**config.mk**
```make
export PLATFORM = sky130hd
export DESIGN_NAME = imem_fetch_ctrl
export DESIGN_NICKNAME = d
export VERILOG_FILES = /design/src/rtl/imem_fetch_ctrl_pkg.sv /design/src/rtl/imem_fetch_ctrl.sv
export SDC_FILE = /design/constraint.sdc
export NUM_CORES = 1
export LEC_CHECK = 0
export CORE_MARGIN = 5
export CORE_UTILIZATION = 44
export CTS_BUF_LIST = sky130_fd_sc_hd__clkbuf_8
export CTS_CLUSTER_SIZE = 10
export DETAILED_ROUTE_END_ITERATION = 10
export GPL_ROUTABILITY_DRIVEN = 0
export MAX_ROUTING_LAYER = met4
export PLACE_DENSITY = 0.78
export SETUP_SLACK_MARGIN = 0.05
export SKIP_CTS_REPAIR_TIMING = 1
export SLEW_MARGIN = 20
export SYNTH_ARGS = -nofsm -noshare
export SYNTH_HDL_FRONTEND = slang
export SYNTH_SLANG_ARGS = --single-unit
export TNS_END_PERCENT = 10
```
**constraint.sdc**
```tcl
create_clock -name clk -period 1.45 [get_ports clk]
set_clock_uncertainty 0.05 [all_clocks]
set_input_delay 0.145 -clock clk [delete_from_list [all_inputs] [get_ports clk]]
set_output_delay 0.145 -clock clk [all_outputs]
set_load 0.01 [all_outputs]
```
**src/rtl/imem_fetch_ctrl_pkg.sv**
```systemverilog
// Shared definitions for the instruction fetch controller: default geometry,
// fetch FSM state type and the assembled instruction type.
package imem_fetch_ctrl_pkg;

    localparam int ADR_W_DEF    = 10;
    localparam int RESET_PC_DEF = 0;

    typedef enum logic [0:0] {
        F_HI = 1'b0,
        F_LO = 1'b1
    } fetch_state_t;

    typedef logic [31:0] inst_t;

endpackage

```
**src/rtl/imem_fetch_ctrl.sv**
```systemverilog
// Instruction fetch controller: assembles 32-bit instructions from two 16-bit
// halfword reads of an asynchronous-read memory and hands them to decode.
module imem_fetch_ctrl
    import imem_fetch_ctrl_pkg::*;
#(
    parameter int ADR_W    = ADR_W_DEF,
    parameter int RESET_PC = RESET_PC_DEF
) (
    input  logic             clk,
    input  logic             rst,
    output logic [ADR_W-1:0] mem_adr,
    input  logic [15:0]      mem_data,
    output logic [31:0]      inst,
    output logic [ADR_W-1:0] inst_pc,
    output logic             inst_valid,
    input  logic             inst_ready,
    input  logic             redirect,
    input  logic [ADR_W-1:0] redirect_pc,
    output logic [15:0]      fetch_cnt
);

    localparam logic [ADR_W-1:0] EVEN_MASK  = {{(ADR_W-1){1'b1}}, 1'b0};
    localparam logic [ADR_W-1:0] LO_BIT     = {{(ADR_W-1){1'b0}}, 1'b1};
    localparam logic [ADR_W-1:0] PC_STEP    = {{(ADR_W-2){1'b0}}, 2'b10};
    localparam logic [ADR_W-1:0] RESET_PC_A = ADR_W'(RESET_PC);
    localparam logic [ADR_W-1:0] RESET_FPC  = RESET_PC_A & EVEN_MASK;

    fetch_state_t     state_r, state_s;
    logic [ADR_W-1:0] fpc_r, fpc_s;
    logic [15:0]      hi_buf_r, hi_buf_s;
    inst_t            inst_r, inst_s;
    logic [ADR_W-1:0] inst_pc_r, inst_pc_s;
    logic             inst_valid_r, inst_valid_s;
    logic [15:0]      fetch_cnt_r, fetch_cnt_s;
    logic [ADR_W-1:0] mem_adr_s;
    logic             handshake_s;
    logic             slot_free_s;

    assign handshake_s = inst_valid_r & inst_ready;
    assign slot_free_s = ~inst_valid_r | inst_ready;

    // Next-state, halfword address and output-slot logic.
    always_comb begin
        state_s      = state_r;
        fpc_s        = fpc_r;
        hi_buf_s     = hi_buf_r;
        inst_s       = inst_r;
        inst_pc_s    = inst_pc_r;
        inst_valid_s = inst_valid_r & ~handshake_s;
        fetch_cnt_s  = fetch_cnt_r + {15'd0, handshake_s};
        mem_adr_s    = fpc_r;

        case (state_r)
            F_HI: mem_adr_s = fpc_r;
            F_LO: mem_adr_s = fpc_r | LO_BIT;
            default: mem_adr_s = fpc_r;
        endcase

        // A redirect flushes the half-assembled instruction; the handshake still counts.
        if (redirect) begin
            fpc_s        = redirect_pc & EVEN_MASK;
            state_s      = F_HI;
            inst_valid_s = 1'b0;
        end else begin
            case (state_r)
                F_HI: begin
                    hi_buf_s = mem_data;
                    state_s  = F_LO;
                end
                F_LO: begin
                    if (slot_free_s) begin
                        inst_s       = {hi_buf_r, mem_data};
                        inst_pc_s    = fpc_r;
                        inst_valid_s = 1'b1;
                        fpc_s        = fpc_r + PC_STEP;
                        state_s      = F_HI;
                    end else begin
                        state_s = F_LO;
                    end
                end
                default: begin
                    state_s = F_HI;
                end
            endcase
        end
    end

    // State and output registers with synchronous reset.
    always_ff @(posedge clk) begin
        if (rst) begin
            state_r      <= F_HI;
            fpc_r        <= RESET_FPC;
            hi_buf_r     <= 16'd0;
            inst_r       <= 32'd0;
            inst_pc_r    <= '0;
            inst_valid_r <= 1'b0;
            fetch_cnt_r  <= 16'd0;
        end else begin
            state_r      <= state_s;
            fpc_r        <= fpc_s;
            hi_buf_r     <= hi_buf_s;
            inst_r       <= inst_s;
            inst_pc_r    <= inst_pc_s;
            inst_valid_r <= inst_valid_s;
            fetch_cnt_r  <= fetch_cnt_s;
        end
    end

    assign mem_adr    = mem_adr_s;
    assign inst       = inst_r;
    assign inst_pc    = inst_pc_r;
    assign inst_valid = inst_valid_r;
    assign fetch_cnt  = fetch_cnt_r;

endmodule

```
== Word-level counts from Yosys, hierarchy flattened ==
Index checks and enable logic that the tools add are counted.

* Register bits after elaboration: 86
* Bits of input ports: 30
* Output and inout port bits: 69
* Word-level logic and storage cells: 32

* Add/subtract/negate cells: 2
* Mux-type cells: 8
* Bitwise logic cells: 7
* Reductions and logical operators: 7

{| class="wikitable"
|+ Operators with widths
! cell !! count
|-
| $mux W10 || 3
|-
| $pmux W10 S2 || 1
|-
| $add A16 B1 Y16 || 1
|-
| $add A10 B2 Y10 const B || 1
|-
| $reduce_and A2 Y1 || 3
|-
| $not A1 Y1 || 4
|-
| $reduce_bool A2 Y1 || 2
|-
| $mux W1 || 3
|-
| $reduce_and A3 Y1 || 1
|-
| $and A1 B1 Y1 || 2
|-
| $pmux W1 S2 || 1
|-
| $reduce_or A2 Y1 || 1
|-
| $or A1 B1 Y1 || 1
|}

== Logic depth before layout (Yosys ltp) ==
* Depth in word-level cells: 5
* Depth in mapped cells: 7

== Worst setup path after synthesis ==
No wires, ideal clock.

* Path kind: register -> register
* Start: register inst_valid_r, in the netlist inst_valid
* End: register fetch_cnt_r[14], in the netlist fetch_cnt[14]
* Setup time: 128 ps
* Arrival: 1526 ps
* Data required time: 1272 ps
* Slack: -254 ps
* Cell stages (with the launch flop): 8
* Buffers on the path: 0
* Clock period less this slack: 1704 ps
* Path through: dfxtp_1 > and2_1 > ha_1 > ha_1 > nand2_1 > nor4_1 > xnor2_1 > nor2_1

* Longest elaborated chain between the ends: 2

{| class="wikitable"
|+ Ends and longest elaborated chain
! what !! RTL line !! RTL
|-
| from (decl) || imem_fetch_ctrl.sv:33 || <nowiki>logic inst_valid_r, inst_valid_s;</nowiki>
|-
| from (signal assigned) || imem_fetch_ctrl.sv:104 || <nowiki>inst_valid_r <= inst_valid_s;</nowiki>
|-
| $and A1 B1 Y1 || imem_fetch_ctrl.sv:39 || <nowiki>assign handshake_s = inst_valid_r & inst_ready;</nowiki>
|-
| $add A16 B1 Y16 || imem_fetch_ctrl.sv:50 || <nowiki>fetch_cnt_s = fetch_cnt_r + {15'd0, handshake_s};</nowiki>
|-
| to (signal assigned) || imem_fetch_ctrl.sv:105 || <nowiki>fetch_cnt_r <= fetch_cnt_s;</nowiki>
|-
| to (decl) || imem_fetch_ctrl.sv:34 || <nowiki>logic [15:0] fetch_cnt_r, fetch_cnt_s;</nowiki>
|}

No other way between the ends.
A chain may end at the register's enable or synchronous reset.

== Worst setup path after layout ==
* Start: register inst_valid_r, in the netlist inst_valid
* End: register fetch_cnt_r[12], in the netlist fetch_cnt[12]

The elaborated chain is that of the path after synthesis.

==> tab_implementation.tex <==
\begin{tabular}{lr}
\hline
Metric & Value \\
\hline
\multicolumn{2}{l}{\textbf{Run status}} \\
Result of the run & complete, but fails checks \\
Failing checks & setup timing \\
\multicolumn{2}{l}{\textbf{Routing}} \\
Average detailed-routed wire length per instance & 14.6 um \\
Antenna violation net count after detailed routing & 0 \\
Number of DRC violations after detailed-routing iteration 0 & 102 \\
Number of remaining DRC errors & 0 \\
Drt via density & 5.10 \\
Via Count & 3204 \\
Routed wire length & 9180 um \\
Pre-Repair DR Iteration Count & 4 \\
\multicolumn{2}{l}{\textbf{Place}} \\
HPWL after detailed placement & 6270 um \\
IO Port Bufs & 96 \\
Area after detailed placement & 4600 um\^{}2 \\
\multicolumn{2}{l}{\textbf{Hold path}} \\
Cell depth of the worst hold path & 3 \\
Worst min-delay path class & input pin to flop \\
\multicolumn{2}{l}{\textbf{Clock tree}} \\
TritonCTS clock tree & yes \\
Cell at the root of the clock tree & clkbuf\_8 \\
\# H-tree levels & 3 \\
Clock net sink count & 84 \\
Maximum root-to-sink buffer count & 2 \\
Clock-pin transition on the worst setup and hold timing paths & 0.09 ns \\
Number of buffers created by CTS & 9 \\
Clock Latency Late Sink & 0.36 ns \\
\multicolumn{2}{l}{\textbf{Logic synthesis}} \\
Cell taking the most area after synthesis & dfxtp\_1 \\
Synth top area cells & dfxtp\_1 (51\%), nand2\_1 (15\%), a21oi\_1 (10\%) \\
Main synth FF type & dfxtp\_1 \\
Fraction of the yosys area taken by sequential cells & 0.507 \\
Number of flip-flops and latches in the synthesized netlist & 84 \\
Count of flip-flops with a built-in enable after synthesis & 0 \\
Fraction of registers with async set or reset after synthesis & 0 \\
Gate count of the mapped netlist & 412 \\
Per-instance average area after synthesis & 8.05 um\^{}2 \\
Netlist Area Pre-Place & 3320 um\^{}2 \\
Count of synthesis-stage warnings from yosys & 0 \\
Unique masters post-synth & 38 \\
Synth Net Count & 446 \\
Top cell type's share of synthesized area & 0.507 \\
\multicolumn{2}{l}{\textbf{Setup path}} \\
Capturing element type of the critical path & flop \\
CP arrival & 1.68 ns \\
Critical path peak fanout & 5 \\
Setup CP Type & flop to flop \\
R2R setup slack & -0.04 ns \\
Kind of launch point of the worst setup path & flop \\
Number of cells on the worst reg-to-reg path & 7 \\
Required @ worst endpoint & 1.64 ns \\
\multicolumn{2}{l}{\textbf{Job}} \\
Max-cap check violation count & 0 \\
\multicolumn{2}{l}{\textbf{Power and ir drop}} \\
PD cells & 929 nW/um\^{}2 \\
Max VDD drop & 0.000618 V \\
Static leakage power & 2.55 nW \\
\multicolumn{2}{l}{\textbf{Cells and area}} \\
Final standard cell utilization of the core & 0.682 \\
Most common cell after layout, fill and taps aside & nand2\_1 \\
Share of layout cells above drive strength 1 & 0.146 \\
Net count, final & 558 \\
Total of fill cells in the finished design & 610 \\
Summed area of non-filler cells in the final layout & 4970 um\^{}2 \\
Most frequent cells in the layout & nand2\_1 (128), dfxtp\_1 (71), a21oi\_1 (68), clkdlybuf4s50\_1 (50), dlymetal6s2s\_1 (45) \\
Area delta synth->final & 50.0\% \\
Number of diodes added for antenna fixing & 0 \\
\multicolumn{2}{l}{\textbf{Floorplan}} \\
Core area & 7290 um\^{}2 \\
Chip height & 96.8 um \\
Area enclosed by the die boundary & 9370 um\^{}2 \\
Number of top-level pins & 99 \\
Initial core utilization & 0.455 \\
Number of rows in the core area & 31 \\
Horizontal extent of the die & 96.8 um \\
\multicolumn{2}{l}{\textbf{Timing}} \\
Hold violation total from the final report & 0 \\
Time the worst path needs with I/O delays and setup & 1.49 ns \\
Final Setup Violations & 3 \\
Setup repair after global routing missed its margin & yes \\
Final Worst Setup Slack & -0.0416 ns \\
Peak clock frequency supported by timing & 670 MHz \\
Final Slew Violations & 0 \\
Post-route clock period utilization & 1.03 \\
\multicolumn{2}{l}{\textbf{Global route}} \\
Number of antenna violations at the first check in global routing & 0 \\
Grt total ovfl & 0 \\
GR Util All Layers & 0.194 \\
Vias in the first global route & 3113 \\
Maximum number of pins on one net before global-route repair & 85 \\
Wire length of the first global-routing pass & 14800 um \\
\hline
\end{tabular}
-- per-layer routing --
layer | GRT usage | up-vias | part of all wire
met2 | 0.321 | 100 | 0.50
li1 | - | 1586 | -
met4 | 0.0648 | 0 | 0.017
met5 | - | - | 0
met1 | 0.229 | 1504 | 0.42
met3 | 0.0547 | 14 | 0.064
-- cell usage after synthesis, types with 2 or more instances --
cell type and instances:
a21oi_1 68, buf_1 2, buf_2 8, buf_4 3, buf_6 4, clkbuf_1 10
dfxtp_1 84, ha_1 4, inv_1 7, nand2_1 129, nand2b_1 2, nand3_1 8
nand4_1 3, nor2_1 14, nor2b_1 5, nor3_1 9, nor4_1 5, o21a_1 5
o21ai_0 6, or3_1 5, xnor2_1 9, xor2_1 6
-- sequential cells by signal, indices dropped and copies added, names as in the netlist --
name,cells
inst,32
fetch_cnt,16
hi_buf_r,16
fpc_r,9
inst_pc,9
inst_valid,1
state_r,1
-- where the power goes --
group          switching, mW  internal [mW]
Clock                  0.885          0.804
Combinational          0.245          0.255
Sequential            0.0542           2.38
Total                   1.18           3.44
-- cell families after synthesis --
group | share of synthesized area
AOI/OAI and AO/OA | 0.140
xor gates and xnor gates | 0.0396
adders and majority gates | 0.0151
buffers and inverters | 0.0551
DFF | 0.507
other | 0.00113
and+or+nand+nor | 0.242
-- layout make-up --
class	instances	area (um^2)	area share
sequential	84	1710	0.343
tap	99	124	0.0249
clock inverter	7	76.3	0.0153
clock buffer	9	124	0.0249
timing repair buffer	128	1360	0.273
multi-input combinational	293	1550	0.312
inverter	8	30.0	0.00604
-- through the flow --
step / TNS, ns / instances / total power [mW] / worst slack, ns / hold WS, ns
final: -0.0867 / 628 / 4.62 / -0.0416 / 0.227
after global routing: -1.12 / 628 / 4.82 / -0.132 / 0.248
after CTS: -4.02 / 628 / 4.67 / -0.223 / 0.239
after detailed placement: -14.81 / 612 / 2.99 / -0.406 / 0.397
after global placement: -13.48 / 612 / 2.98 / -0.351 / 0.391
after floorplan: -0.466 / 412 / 2.71 / -0.0385 / 0.231
-- final timing paths --
kind / to / from
max: fetch_cnt[12] / inst_valid
min: fetch_cnt[11] / rst
max reg2reg: fetch_cnt[12] / inst_valid
min reg2reg: inst[27] / inst[27]
-- critical path: stages, from the launching register on --
cell     delay, ns
dfxtp_2       0.34
and2_4        0.15
ha_4          0.14
ha_4          0.14
nand2_4       0.07
nor4_4        0.29
xnor2_1       0.15
nor2_1        0.05
No activity file was read; power rests on OpenSTA's default activity.
